### config.mk
export PLATFORM = sky130hd
export DESIGN_NAME = inst_queue_2w
export DESIGN_NICKNAME = d
export VERILOG_FILES = /design/src/rtl/inst_queue_2w.sv
export SDC_FILE = /design/constraint.sdc
export NUM_CORES = 1
export LEC_CHECK = 0
export BUFFER_PORTS_ARGS = -buffer_cell sky130_fd_sc_hd__buf_2
export CAP_MARGIN = 20
export CORE_AREA = 2 2 228 230
export DETAILED_ROUTE_END_ITERATION = 16
export DIE_AREA = 0 0 230 232
export PLACE_DENSITY = 0.81
export SYNTH_ARGS = -nofsm -noshare
export SYNTH_HDL_FRONTEND = slang
export SYNTH_SLANG_ARGS = --single-unit
### constraint.sdc
create_clock -name clk -period 7 [get_ports clk]
set_clock_uncertainty 0.2 [all_clocks]
set_input_delay 0.7 -clock clk [delete_from_list [all_inputs] [get_ports clk]]
set_output_delay 0.7 -clock clk [all_outputs]
set_load 0.03 [all_outputs]
### src/rtl/inst_queue_2w.sv
// Dual-lane instruction queue between fetch and the two decoders.
// Circular buffer, up to 2 pushes and 2 pops per cycle, flush clears all entries.
module inst_queue_2w #(
  parameter int unsigned DEPTH = 8,
  parameter int unsigned PTR_W = $clog2(DEPTH)
) (
  input  logic             clk,
  input  logic             rstn,
  input  logic             flush,
  input  logic [1:0]       in_valid,
  input  logic [31:0]      in_inst0,
  input  logic [31:0]      in_inst1,
  input  logic [31:0]      in_pc0,
  input  logic [31:0]      in_pc1,
  output logic             in_ready,
  output logic [1:0]       out_valid,
  output logic [31:0]      out_inst0,
  output logic [31:0]      out_inst1,
  output logic [31:0]      out_pc0,
  output logic [31:0]      out_pc1,
  input  logic [1:0]       out_pop,
  output logic [PTR_W:0]   count
);

  localparam logic [PTR_W:0] PUSH_LIM = (PTR_W+1)'(DEPTH - 2);

  logic [63:0]      mem [DEPTH];
  logic [PTR_W-1:0] head;
  logic [PTR_W-1:0] tail;
  logic [PTR_W-1:0] head_p1;
  logic [PTR_W-1:0] tail_p1;
  logic [1:0]       push_want;
  logic [1:0]       npush;
  logic [1:0]       pop_eff;
  logic [1:0]       npop;

  assign head_p1 = head + PTR_W'(1);
  assign tail_p1 = tail + PTR_W'(1);

  assign in_ready  = (count <= PUSH_LIM);
  assign out_valid = {count >= (PTR_W+1)'(2), count != '0};

  always_comb begin
    push_want = 2'd0;
    pop_eff   = 2'b00;
    case (in_valid)
      2'b01:   push_want = 2'd1;
      2'b11:   push_want = 2'd2;
      default: push_want = 2'd0;
    endcase
    // A pop on a lane without a valid entry is silently ignored.
    case (out_pop)
      2'b01:   pop_eff = {1'b0, out_valid[0]};
      2'b11:   pop_eff = out_valid;
      default: pop_eff = 2'b00;
    endcase
    npush = in_ready ? push_want : 2'd0;
    npop  = {1'b0, pop_eff[0]} + {1'b0, pop_eff[1]};
  end

  always_comb begin
    out_inst0 = '0;
    out_pc0   = '0;
    out_inst1 = '0;
    out_pc1   = '0;
    if (out_valid[0]) begin
      out_inst0 = mem[head][63:32];
      out_pc0   = mem[head][31:0];
    end
    if (out_valid[1]) begin
      out_inst1 = mem[head_p1][63:32];
      out_pc1   = mem[head_p1][31:0];
    end
  end

  always_ff @(posedge clk or negedge rstn) begin
    if (!rstn) begin
      head  <= '0;
      tail  <= '0;
      count <= '0;
    end else if (flush) begin
      head  <= '0;
      tail  <= '0;
      count <= '0;
    end else begin
      if (push_want != 2'd0)
        assert (in_ready) else $warning("inst_queue_2w: push dropped, queue full");
      tail  <= tail + PTR_W'(npush);
      head  <= head + PTR_W'(npop);
      count <= count + (PTR_W+1)'(npush) - (PTR_W+1)'(npop);
    end
  end

  // Storage is not reset; occupancy alone decides what is visible.
  always_ff @(posedge clk) begin
    if (rstn && !flush && npush != 2'd0) begin
      mem[tail] <= {in_inst0, in_pc0};
      if (npush == 2'd2)
        mem[tail_p1] <= {in_inst1, in_pc1};
    end
  end

endmodule

==> flow_summary_export.csv <==
group,metric,value,unit
floorplan,die_x,230,µm
placed_design,pre_cts_ws,2.661,ns
timing,drv_slew,0,
timing,setup_ws,1.895,ns
grt,antenna_found_initial,24,
finish,layout-drive-gt1-share,0.3830,
yosys,syn-num-nets,2558,
timing,finalHoldViolCount,0,
yosys,synth_seq_cells,522,
timing,max_freq,195.9,MHz
grt,first_global_vias,22746,
grt,grt.total_usage,0.3374,
routing,drc,0,
floorplan,rows,83,
yosys,yosysUniqueCellTypes,42,
routing,drt-total-wl,91110,µm
hold_path,hold_end,"head[2]",
clock_tree,clock_sinks,522,
finish,postLayoutCellArea,0.03397,mm²
clock_tree,ctsLongestPathBuffers,3,
finish,num-nets-final,2740,
critical_path,r2r_end,"mem[0][22]",
pwr,power_density,351.1,mW/mm²
pwr,total_power,11.93,mW
yosys,synth_edf_count,512,
routing,wl_per_cell,27.36,µm
yosys,synth_area,0.03077,mm²
clock_tree,cts_max_level,2,
placed_design,hpwl,49280,µm
hold_path,hold_class,"input port to flip-flop",
critical_path,worstSetupStartpoint,"head[0]",
hold_path,hold_depth,2,
yosys,synthCells,2408,
clock_tree,cts_tree,"done",
critical_path,r2r-start,"count[3]",
placed_design,port_buffers,269,
timing,setup_tns,0,ns
run,maxCapViolCount,0,
critical_path,cp_cell_sequence,"ha_1, or3b_4, buf_4, a21oi_1, or4_1, buf_2",
critical_path,ff2ff_setup_slack,3.07,ns
grt,grt_max_degree,173,
timing,slew_headroom,0.2425,
critical_path,ff2ff_path_depth,7,
placed_design,place_congestion,0.8368,
timing,finalSetupViolCount,0,
floorplan,io_pins,270,
critical_path,crit_fanout,43,
clock_tree,clk_pin_slew,0.06,ns
routing,dr.pass1.iters,6,
clock_tree,insertion_delay,0.62,ns
finish,final_cell_mix,"nand2_1, edfxtp_1, mux2_2",
floorplan,core,0.05089,mm²
yosys,synth_area_per_cell,12.78,µm²
critical_path,worstPathArrival,4.21,ns
floorplan,die_h,232,µm
critical_path,end_kind,"output pin",
critical_path,critPathKind,"flip-flop to output pin",
yosys,ys_seq_area_frac,0.5078,
floorplan,die_area,0.05336,mm²
finish,area_growth,10.39,%
yosys,yosysWarnings,0,
finish,final_common_cell,"nand2_1",
routing,antenna_left,0,
critical_path,crit_slowest_cell,"dfrtp_4",
clock_tree,clockRootBuffer,"clkbuf_16",
critical_path,required,6.10,ns
clock_tree,post_cts_buffers,0,
clock_tree,cts_buffers,56,
placed_design,placed_area,0.03227,mm²
routing,via_count,22318,
pwr,vdd_drop_max,0.4770,mV
pwr,p_leak,12.16,nW
run_status,status,"completed",
yosys,ys_async_sr_fraction,0.01916,
grt,grt_pass1_wl,135300,µm
routing,via_per_inst,6.702,
yosys,ys.flop_type,"edfxtp_1",
floorplan,initial_core_util,0.6047,
routing,drtIter0Drc,2669,
hold_path,worstHoldStart,"flush",
timing,period_minus_slack,5.105,ns
critical_path,slowest_delay,0.97,ns
timing,period_share,0.7293,
timing,tightest_slew,1.136,ns
timing,rsz0062_at_grt,"false",
grt,gr-total-overflow,0,
critical_path,cp-start-kind,"flip-flop",
power by group:
| group | internal (mW) | total, mW | switching (mW) |
|---|---|---|---|
| logic | 1.72 | 5.49 | 3.77 |
| registers | 3.54 | 3.69 | 0.142 |
| clock network | 1.52 | 2.75 | 1.23 |
| total | 6.78 | 11.9 | 5.15 |
layout make-up:
cell class / instances / area (µm²)
Clock buffer: 74 / 1490
Multi-Input combinational cell: 1688 / 14070
Tap cell: 680 / 850.8
Antenna cell: 18 / 45.04
Clock inverter: 26 / 147.6
Fill cell: 3600 / 16920
Sequential cell: 522 / 15640
Inverter: 15 / 56.30
Timing Repair Buffer: 307 / 1672
synthesized netlist by cell type (2+ instances only):
cell type	number	share of area
a21oi_1	257	0.042
a22oi_1	4	0.00098
a31oi_1	2	0.00041
and3_1	3	0.00061
and3b_1	2	0.00057
buf_1	19	0.0023
buf_12	7	0.0046
buf_2	28	0.0046
buf_4	10	0.0024
buf_6	37	0.014
clkbuf_1	82	0.010
dfrtp_1	10	0.0081
edfxtp_1	512	0.50
fa_1	4	0.0026
ha_1	11	0.0045
inv_1	15	0.0018
mux2_1	33	0.012
mux2_2	479	0.18
mux2i_1	64	0.021
mux4_2	128	0.094
nand2_1	518	0.063
nand2b_1	3	0.00061
nand3_4	4	0.0023
nand3b_1	2	0.00049
nor2_1	82	0.010
nor2b_1	5	0.0010
nor3b_1	2	0.00049
o22ai_1	2	0.00041
or4_1	64	0.016
xnor2_1	5	0.0014
xor2_1	3	0.00085
registers in the layout, indices dropped and copies added (netlist names):
| register | flops |
|---|---|
| count | 4 |
| mem | 512 |
| head | 3 |
| tail | 3 |
critical path: cells and delay by family (launching register included):
family | cells | cell delay [ns]
fa+ha+maj | 1 | 0.35
simple gates | 2 | 1.41
buf+inv | 2 | 0.74
compound gates | 1 | 0.07
flops | 1 | 0.97
metal layers:
metal	part of all wire	GRT usage	vias up
met4	0.047	0.1653	16
met3	0.11	0.07392	328
met2	0.48	0.5517	1553
li1	-	-	9479
met5	0.0010	0	-
met1	0.36	0.4288	10942
how the worst max path moves through the flow:
| stage | end | depth (start not counted) | slack (ns) |
|---|---|---|---|
| floorplan | mem[3][0] | 7 | 1.62 |
| global placement | out_inst1[29] | 6 | 2.72 |
| detailed placement | out_pc1[23] | 6 | 2.66 |
| CTS | out_pc1[23] | 6 | 1.99 |
| global route | out_pc1[23] | 6 | 1.89 |
| finish | out_pc1[23] | 6 | 1.89 |
cell families (layout without fill, tap and decap cells):
family,count (synthesis),in the layout,synth area share
compound gates,270,270,0.04526
xor+xnor,8,8,0.002277
fa+ha+maj,15,15,0.007076
buf+inv,198,422,0.03924
flops,522,522,0.5078
mux,704,704,0.3019
other cells,0,18,0
simple gates,691,691,0.09645
metrics by stage:
step,std cells,hold slack (ns),utilization
floorplan,2408,0.2044,-
global placement,3211,0.3854,0.6342
detailed placement,3211,0.3890,0.6342
CTS,3312,0.1963,0.6666
global route,3324,0.2272,0.6672
finish,3330,0.2145,0.6675
repair_timing:
item,4_1_cts,5_1_grt
hold endpoints to repair,10,0
hold buffers,1,0
gates resized for setup,0,0
Power figures use the tool's default switching activity.
